File: config.mk
export PLATFORM = sky130hd
export DESIGN_NAME = ram_strobe_master
export DESIGN_NICKNAME = d
export VERILOG_FILES = /design/src/rtl/ram_strobe_pkg.sv /design/src/rtl/ram_strobe_timer.sv /design/src/rtl/ram_strobe_master.sv
export SDC_FILE = /design/constraint.sdc
export NUM_CORES = 1
export LEC_CHECK = 0
export BUFFER_PORTS_ARGS = -buffer_cell sky130_fd_sc_hd__buf_2
export CAP_MARGIN = 20
export CORE_MARGIN = 8
export CORE_UTILIZATION = 45
export CTS_CLUSTER_SIZE = 16
export DETAILED_ROUTE_END_ITERATION = 8
export PLACE_DENSITY_LB_ADDON = 0.12
export SLEW_MARGIN = 5
export SYNTH_ARGS = -nofsm -noshare
export SYNTH_HDL_FRONTEND = slang
export SYNTH_HIERARCHICAL = 1
export SYNTH_SLANG_ARGS = --single-unit
File: constraint.sdc
create_clock -name clk -period 2.2 [get_ports clk]
set_input_delay 0.33 -clock clk [delete_from_list [all_inputs] [get_ports clk]]
set_output_delay 0.33 -clock clk [all_outputs]
set_load 0.05 [all_outputs]
File: src/rtl/ram_strobe_pkg.sv
// Shared types and constants for the ram_strobe_master strobe-timed RAM access block.
package ram_strobe_pkg;

    localparam int ADR_W     = 8;
    localparam int DAT_W     = 32;
    localparam int CNT_W     = 4;
    localparam int RAM_DEPTH = 256;

    localparam logic [ADR_W-1:0] ADR_LAST = ADR_W'(RAM_DEPTH - 1);
    localparam logic [CNT_W-1:0] CNT_ZERO = CNT_W'(0);
    localparam logic [CNT_W-1:0] CNT_ONE  = CNT_W'(1);

    typedef enum logic [1:0] {
        ST_IDLE  = 2'd0,
        ST_SETUP = 2'd1,
        ST_PULSE = 2'd2,
        ST_HOLD  = 2'd3
    } state_t;

    // A phase of N cycles is timed by loading N-1 and leaving when the counter reads zero.
    function automatic logic [CNT_W-1:0] cyc_to_load(input int cyc);
        return CNT_W'(cyc - 1);
    endfunction

endpackage

File: src/rtl/ram_strobe_timer.sv
// Loadable down-counter that times the SETUP, PULSE and HOLD phases; zero flags phase end.
module ram_strobe_timer
    import ram_strobe_pkg::*;
(
    input  logic             clk,
    input  logic             rst_n,
    input  logic             load,
    input  logic [CNT_W-1:0] load_val,
    output logic             zero
);

    logic [CNT_W-1:0] cnt_r;

    // Count down to zero and park there until the next load.
    always_ff @(posedge clk) begin
        if (!rst_n) begin
            cnt_r <= CNT_ZERO;
        end else if (load) begin
            cnt_r <= load_val;
        end else if (cnt_r != CNT_ZERO) begin
            cnt_r <= cnt_r - CNT_ONE;
        end else begin
            cnt_r <= cnt_r;
        end
    end

    assign zero = (cnt_r == CNT_ZERO);

endmodule

File: src/rtl/ram_strobe_master.sv
// Strobe-timed master for a 256x32 asynchronous RAM: setup / enable pulse / hold sequencing.
// Optional feature macro RAM_STROBE_INIT_EN: zero-fill sweep of the whole RAM after reset.
module ram_strobe_master
    import ram_strobe_pkg::*;
#(
    parameter int SETUP_CYC = 1,
    parameter int PULSE_CYC = 2,
    parameter int HOLD_CYC  = 1
) (
    input  logic             clk,
    input  logic             rst_n,
    input  logic             req_valid,
    output logic             req_ready,
    input  logic             req_wr,
    input  logic [ADR_W-1:0] req_adr,
    input  logic [DAT_W-1:0] req_wdata,
    output logic             rsp_valid,
    output logic [DAT_W-1:0] rsp_rdata,
    output logic             init_busy,
    output logic [ADR_W-1:0] ram_adr,
    output logic             ram_wri,
    output logic             ram_ena,
    output logic [DAT_W-1:0] ram_wda,
    input  logic [DAT_W-1:0] ram_rda
);

    localparam logic [CNT_W-1:0] SETUP_LD = cyc_to_load(SETUP_CYC);
    localparam logic [CNT_W-1:0] PULSE_LD = cyc_to_load(PULSE_CYC);
    localparam logic [CNT_W-1:0] HOLD_LD  = cyc_to_load(HOLD_CYC);

    state_t           state_r;
    logic             accept_s;
    logic             launch_init_s;
    logic             init_last_s;
    logic             init_busy_s;
    logic [ADR_W-1:0] init_adr_s;
    logic             tmr_load_s;
    logic [CNT_W-1:0] tmr_val_s;
    logic             tmr_zero_s;

    assign accept_s      = req_valid && req_ready;
    assign launch_init_s = (state_r == ST_IDLE) && init_busy_s;
    assign init_last_s   = init_busy_s && (state_r == ST_HOLD) && tmr_zero_s && (ram_adr == ADR_LAST);

`ifdef RAM_STROBE_INIT_EN
    logic             init_busy_r;
    logic [ADR_W-1:0] init_adr_r;

    // Sweep pointer advances per launched clear-write; busy drops as the last word leaves HOLD.
    always_ff @(posedge clk) begin
        if (!rst_n) begin
            init_busy_r <= 1'b1;
            init_adr_r  <= {ADR_W{1'b0}};
        end else if (launch_init_s) begin
            init_adr_r  <= init_adr_r + {{(ADR_W-1){1'b0}}, 1'b1};
        end else if (init_last_s) begin
            init_busy_r <= 1'b0;
        end else begin
            init_busy_r <= init_busy_r;
        end
    end

    assign init_busy_s = init_busy_r;
    assign init_adr_s  = init_adr_r;
`else
    assign init_busy_s = 1'b0;
    assign init_adr_s  = {ADR_W{1'b0}};
`endif

    assign init_busy = init_busy_s;

    // Timer reloads at the start of each phase; HOLD exit needs no reload.
    always_comb begin
        tmr_load_s = 1'b0;
        tmr_val_s  = SETUP_LD;
        case (state_r)
            ST_IDLE: begin
                if (accept_s || launch_init_s) begin
                    tmr_load_s = 1'b1;
                    tmr_val_s  = SETUP_LD;
                end else begin
                    tmr_load_s = 1'b0;
                end
            end
            ST_SETUP: begin
                if (tmr_zero_s) begin
                    tmr_load_s = 1'b1;
                    tmr_val_s  = PULSE_LD;
                end else begin
                    tmr_load_s = 1'b0;
                end
            end
            ST_PULSE: begin
                if (tmr_zero_s) begin
                    tmr_load_s = 1'b1;
                    tmr_val_s  = HOLD_LD;
                end else begin
                    tmr_load_s = 1'b0;
                end
            end
            default: begin
                tmr_load_s = 1'b0;
            end
        endcase
    end

    ram_strobe_timer u_timer (
        .clk      (clk),
        .rst_n    (rst_n),
        .load     (tmr_load_s),
        .load_val (tmr_val_s),
        .zero     (tmr_zero_s)
    );

    // Access sequencer; address, direction and write data are frozen from SETUP entry to HOLD exit.
    always_ff @(posedge clk) begin
        if (!rst_n) begin
            state_r   <= ST_IDLE;
            req_ready <= 1'b0;
            ram_ena   <= 1'b0;
            ram_wri   <= 1'b0;
            ram_adr   <= {ADR_W{1'b0}};
            ram_wda   <= {DAT_W{1'b0}};
            rsp_valid <= 1'b0;
            rsp_rdata <= {DAT_W{1'b0}};
        end else begin
            rsp_valid <= 1'b0;
            case (state_r)
                ST_IDLE: begin
                    if (launch_init_s) begin
                        ram_adr   <= init_adr_s;
                        ram_wri   <= 1'b1;
                        ram_wda   <= {DAT_W{1'b0}};
                        req_ready <= 1'b0;
                        state_r   <= ST_SETUP;
                    end else if (accept_s) begin
                        ram_adr   <= req_adr;
                        ram_wri   <= req_wr;
                        ram_wda   <= req_wdata;
                        req_ready <= 1'b0;
                        state_r   <= ST_SETUP;
                    end else begin
                        req_ready <= !init_busy_s;
                    end
                end
                ST_SETUP: begin
                    if (tmr_zero_s) begin
                        ram_ena <= 1'b1;
                        state_r <= ST_PULSE;
                    end
                end
                ST_PULSE: begin
                    if (tmr_zero_s) begin
                        ram_ena <= 1'b0;
                        state_r <= ST_HOLD;
                        if (!ram_wri) begin
                            rsp_valid <= 1'b1;
                            rsp_rdata <= ram_rda;
                        end
                    end
                end
                ST_HOLD: begin
                    if (tmr_zero_s) begin
                        ram_wri   <= 1'b0;
                        req_ready <= !init_busy_s || init_last_s;
                        state_r   <= ST_IDLE;
                    end
                end
                default: begin
                    ram_ena   <= 1'b0;
                    ram_wri   <= 1'b0;
                    req_ready <= 1'b0;
                    state_r   <= ST_IDLE;
                end
            endcase
        end
    end

endmodule
==> results of run 1 <==
routing by layer:
metal / global-route usage (%) / wire [um]
met1: 18.1 / 3510
met5: 0 / 16
met3: 8.45 / 1040
met4: 6.99 / 131
met2: 27.7 / 3860
critical path, stage by stage, from the launching register on:
cell and delay [ps]:
dfxtp_1 330, inv_1 90, ha_1 190, nor3b_4 400, mux2i_1 170, or4b_1 480
a21boi_1 140
worst paths after layout:
path / endpoint / depth (start not counted) / start
max: ram_wri / 6 / u_timer/cnt_r[0]
min: ram_wda[26] / 3 / req_wdata[26]
max reg2reg: ram_wri / 6 / u_timer/cnt_r[0]
min reg2reg: ram_wda[25] / 2 / ram_wda[25]
per-stage QoR:
step           power [uW]  hold slack, ps
4_1_cts              4830             202
3_5_place_dp         3860             441
2_1_floorplan        3360             463
5_1_grt              5080             222
3_3_place_gp         3830             438
6_report             4780             220
cells by family (layout without fill, tap and decap cells):
logic type | Yosys count | in the layout
DFF | 82 | 82
and+or+nand+nor | 164 | 164
other | 1 | 4
muxes | 5 | 5
AOI/OAI and AO/OA | 87 | 87
xor gates and xnor gates | 2 | 2
adders and majority gates | 7 | 7
buffers and inverters | 31 | 180
layout by cell type (no fill, tap or decap), types with 4 or more instances in the layout:
master      n
nand3_1     4
nand2_1   148
conb_1      4
a21boi_0   62
buf_2     151
inv_1       6
clkbuf_8   11
ha_1        7
dfxtp_1    82
buf_4       5
a21boi_1   12
mux2i_1     4
layout make-up:
cell class,instances,area [sq um]
Clock buffer,13,159
Clock inverter,2,12.5
Fill cell,699,2830
Inverter,6,22.5
Multi-Input combinational cell,269,1490
Sequential cell,82,1640
Tap cell,99,124
Timing Repair Buffer,159,853
where the power goes:
part	internal, uW	switching [uW]	leakage [uW]	total (uW)
registers	1720	147	0.000666	1870
logic	611	1340	0.00121	1950
clock network	465	502	0.0000855	967
total	2790	1990	0.00196	4780
state kept, by name (all words and copies together) (netlist names):
signal and count:
ram_adr 8, ram_ena 1, ram_wda 32, ram_wri 1, req_ready 1, rsp_rdata 32, rsp_valid 1, state_r 2
u_timer/cnt_r 4
==> metrics.md, run 1 <==
| Metric | Value |
|---|---|
| Pleak | `0.00196 uW` |
| Primary FF master, synth | `dfxtp_1` |
| Total congestion overflow | `0` |
| GPL Wtd Cong | `just over 0.8` |
| Final min period | `1860 ps` |
| DP HPWL | `6.38 mm` |
| Post-DRT Antenna Nets | `0` |
| Outcome | `complete, no violations` |
| Pre-CTS WS | `roughly 340 ps` |
| Initial Util | `between 40 and 50%` |
| TritonCTS clock tree | `done` |
| Largest net degree at the start of global routing | `41` |
| DRT Pass-1 Iters | `4` |
| Core Footprint | `between 7000 and 8000 sq um` |
| #FFs+latches synth | `82` |
| Drt drc | `0` |
| Mapped cell area | `3260 sq um` |
| Cts bufs inserted | `9` |
| Resized cells post-CTS | `0` |
| Die ar. | `10200 sq um` |
| Post-synthesis simple-gate area fraction | `20.8%` |
| Crit end category | `flop` |
| FF-to-FF setup slack | `340 ps` |
| Fin crit share | `a little over four fifths` |
| Slew Viols, Final | `0` |
| Cells after synthesis | `379` |
| Antenna cells | `0` |
| Post-synth cell types | `32` |
| Setup Fix Bufs, Post-CTS | `0` |
| Synth top area cells | `dfxtp_1 (50%), nand2_1 (17%), a21boi_0 (14%)` |
| Normalized max-slew margin | `65.3%` |
| Complex-gate fraction of the synthesized area | `about a fifth` |
| Gr usage total | `16.9%` |
| Req. time, crit path | `2480 ps` |
| Hold WC Path Type | `primary input to flop` |
| Sequential area share after synthesis | `50.3%` |
| Die Ht | `101 um` |
| Die W | `101 um` |
| Post-Route WL | `8.56 mm` |
| Final core utilization | `60.3%` |
| Root Buffer | `clkbuf_8` |
| Slew of the pin with the lowest slew margin | `521 ps` |
| Vias in the first global route | `roughly 3000` |
| Final hold violations | `0` |
| Power density over the cells | `approximately 1100 nW/um^2` |
| Initial antenna violation count | `1` |
| Rows | `31` |
| Htree depth | `3` |
| Avg Cell Area, Syn | `8.61 sq um` |
| CTS max path bufs | `2` |
| Mux cell area share after synthesis | `1.57%` |
| Layout Cells excl Fill | `630` |
| Post-route setup slack | `339 ps` |
| DR WL/cell | `13.6 um` |
| Post-Synth XOR/XNOR Area | `0.537%` |
| DR iter-0 viols | `87` |
| First-pass GRT wire length | `13.9 mm` |
| Startpoint types | `flop` |
| Top cells by count, synth | `nand2_1 (148), dfxtp_1 (82), a21boi_0 (62)` |
| Via/cell ratio | `4.61` |
| Number of flops mapped to enable cells by yosys | `0` |
| Area Overhead vs Synth | `32.0%` |
| Share of cells above drive strength 1 | `33.5%` |
| CTS Hold Bufs | `0` |
| Port bufs | `between 150 and 200` |
| Final Setup Violations | `0` |
| Via count of the routed design | `2903` |
| Main combinational cell family by area after synthesis | `simple AND/OR/NAND/NOR gates` |
| Critical path class | `flop to flop` |
| Async S/R FF share, synth | `0%` |
| Placed cell count | `a little over 600` |
| RSZ-0062 raised after global routing | `no` |
| Clock Sinks | `82` |
| Worst Skew | `6.83 ps` |
| Fin area | `4310 sq um` |
| Io pins | `approximately 150` |
| Placed Area | `slightly above 4000 sq um` |
| Peak VDD IR | `between 0.5 and 0.6 mV` |
| CP arrival | `around 2100 ps` |
| Maximum fanout along the worst path | `11` |
| FMAX | `537 MHz` |
| Max Cap Violations | `0` |
| Nets | `a little over 600` |
| Clk_lat worst skew | `~340 ps` |
| Adder-Cell Fraction of Synth Area | `2.69%` |
| Setup TNS | `0 ps` |
| Most frequent cell after synthesis | `nand2_1` |
| Synth area leader | `dfxtp_1` |
| Top cell type's share of synthesized area | `50.3%` |
| Clock transition at the registers of the reported paths | `about 80 ps` |
| Synth warn | `6` |
Note: power is estimated with default switching activity, not from simulation.
==> inputs of run 2 (changes only) <==
==> constraint.sdc (replaced) <==
create_clock -name clk -period 1.9 [get_ports clk]
set_input_delay 0.285 -clock clk [delete_from_list [all_inputs] [get_ports clk]]
set_output_delay 0.285 -clock clk [all_outputs]
set_load 0.05 [all_outputs]
==> run 2 against run 1 <==
Net effect:
- sequential power grew 16%
- final cell count grew 0.79%
- via count grew 3.8%
- fmax grew 6.6%
- count of clock-buffer cells in the layout shrank 3
- non-clock buffer count grew 5
- clock power grew 65%
- cell area grew 3.3%
- register-to-register slack lost 190 ps
- global-route usage grew 0.44 points
- sequential share of layout area shrank 1.2 points
- power grew 28%
- largest power group unchanged
==> metrics.md, run 2 (same netlist as run 1, synthesis figures left out) <==
| Metric | Value |
|---|---|
| CP arrival | `2020 ps (-120 ps)` |
| Nets | `615 (+0.82%)` |
| Cts bufs inserted | `9 (unchanged)` |
| Drt drc | `0 (unchanged)` |
| Critical path class | `flop to flop` |
| TritonCTS clock tree | `done` |
| Clock Sinks | `82 (unchanged)` |
| Initial antenna violation count | `0 (-1)` |
| Core Footprint | `7140 sq um (unchanged)` |
| Port bufs | `151 (unchanged)` |
| Peak VDD IR | `0.718 mV (+34%)` |
| Hold WC Path Type | `primary input to flop` |
| Total congestion overflow | `0 (unchanged)` |
| GPL Wtd Cong | `0.883 (+9.8%)` |
| Area Overhead vs Synth | `36.3%` |
| Setup TNS | `0 ps (unchanged)` |
| DP HPWL | `6.60 mm (+3.5%)` |
| Die ar. | `10200 sq um (unchanged)` |
| Commonest non-fill, non-tap cell in the layout | `buf_2` |
| Clk_lat worst skew | `350 ps (about the same)` |
| Startpoint types | `flop` |
| Crit end category | `flop` |
| DR WL/cell | `13.9 um (+2.6%)` |
| Maximum fanout along the worst path | `7 (-4)` |
| Vias in the first global route | `3053 (+1.4%)` |
| Final hold violations | `0 (unchanged)` |
| Share of cells above drive strength 1 | `34.9% (+1.4 points)` |
| Req. time, crit path | `2180 ps (-300 ps)` |
| Gr usage total | `17.3% (+0.44 points)` |
| Largest net degree at the start of global routing | `32 (-22%)` |
| Final Setup Violations | `0 (unchanged)` |
| Commonest non-fill, non-tap cells in the layout | `buf_2 (151), nand2_1 (148), dfxtp_1 (82)` |
| Final min period | `1750 ps (-115 ps)` |
| Power density over the cells | `1380 nW/um^2 (+24%)` |
| Die W | `101 um (unchanged)` |
| Slew Viols, Final | `0 (unchanged)` |
| Via/cell ratio | `4.74 (+2.9%)` |
| FMAX | `573 MHz (+6.6%)` |
| Pleak | `0.00203 uW (+3.3%)` |
| Layout Cells excl Fill | `635 (+0.79%)` |
| # fillers | `671 (-4.0%)` |
| DRT Pass-1 Iters | `4 (unchanged)` |
| Io pins | `153 (unchanged)` |
| Clock transition at the registers of the reported paths | `80 ps (about the same)` |
| Root Buffer | `clkbuf_8` |
| DR iter-0 viols | `120 (+38%)` |
| Die Ht | `101 um (unchanged)` |
| Max Cap Violations | `0 (unchanged)` |
| Outcome | `complete, no violations` |
| Post-DRT Antenna Nets | `0 (unchanged)` |
| Biggest registers after layout | `ram_wda: 32 flops, rsp_rdata: 32 flops, ram_adr: 8 flops` |
| Post-Route WL | `8.85 mm (+3.4%)` |
| First-pass GRT wire length | `14.1 mm (+1.1%)` |
| Fin crit share | `91.9% (+7.3 points)` |
| Pwr Total | `6130 uW (+28%)` |
| Placed cell count | `619 (+0.65%)` |
| Rows | `31 (unchanged)` |
| Worst Skew | `6.74 ps (-0.0838 ps)` |
| CTS max path bufs | `2 (unchanged)` |
| Antenna cells | `0 (unchanged)` |
| Via count of the routed design | `3012 (+3.8%)` |
| Htree depth | `3 (unchanged)` |
| Initial Util | `45.7% (unchanged)` |
[run 2: cell types whose count changed in the layout (fill, tap and decap cells not counted), sizes merged]
cell	change
clkbuf	-3
clkinv	-1
buf	+5
bufinv	+4
[run 2: power breakdown]
part           switching (uW)  leakage, uW  total, uW  internal, uW
registers                 171     0.000666       2160          1990
logic                    1590      0.00124       2370           779
clock network             602     0.000123       1600           999
[run 2: critical path: stages (launching register included)]
cell and delay (ps):
dfxtp_1 320, inv_1 90, ha_2 200, nor3b_4 320, mux2i_2 140, or4b_1 480, a21boi_1 130
[run 2: worst paths after layout]
path	startpoint	end	slack, ps	cells after the start
min	req_wdata[25]	ram_wda[25]	170	3
max	u_timer/cnt_r[0]	ram_wri	150	6
min reg2reg	rsp_rdata[25]	rsp_rdata[25]	450	2
max reg2reg	u_timer/cnt_r[0]	ram_wri	150	6
[run 2: layout make-up]
type | instances | area (sq um) | area share, %
inverters | 6 | 22.5 | 0.506
clock inverters | 5 | 128 | 2.87
repair buffers | 164 | 903 | 20.3
flip-flops and latches | 82 | 1640 | 36.9
well taps | 99 | 124 | 2.79
clock buffers | 10 | 128 | 2.87
multi-input cells | 269 | 1500 | 33.7
[run 2: metal layers]
metal / vias up / track usage [%] / wire, um
li1: 1530 / - / -
met1: 1361 / 17.7 / 3600
met5: - / 0 / 0
met3: 8 / 7.77 / 985
met2: 113 / 30.0 / 4160
met4: 0 / 7.33 / 100
[run 2: per-stage QoR]
| step | hold WS, ps | cell area, sq um | utilization (%) | setup slack (ps) |
|---|---|---|---|---|
| after floorplan | 418 | 3270 | - | 62.4 |
| after global placement | 438 | 4180 | 58.5 | 193 |
| after detailed placement | 444 | 4180 | 58.5 | 105 |
| after CTS | 145 | 4430 | 62.1 | 83.3 |
| after global routing | 159 | 4450 | 62.3 | -4.28 |
| final | 167 | 4450 | 62.3 | 154 |
[run 2: what timing repair did]
action,4_1_cts,5_1_grt
hold buffers,0,0
setup buffers,0,1
endpoints found under the setup margin,0,7
gates resized for setup,0,4
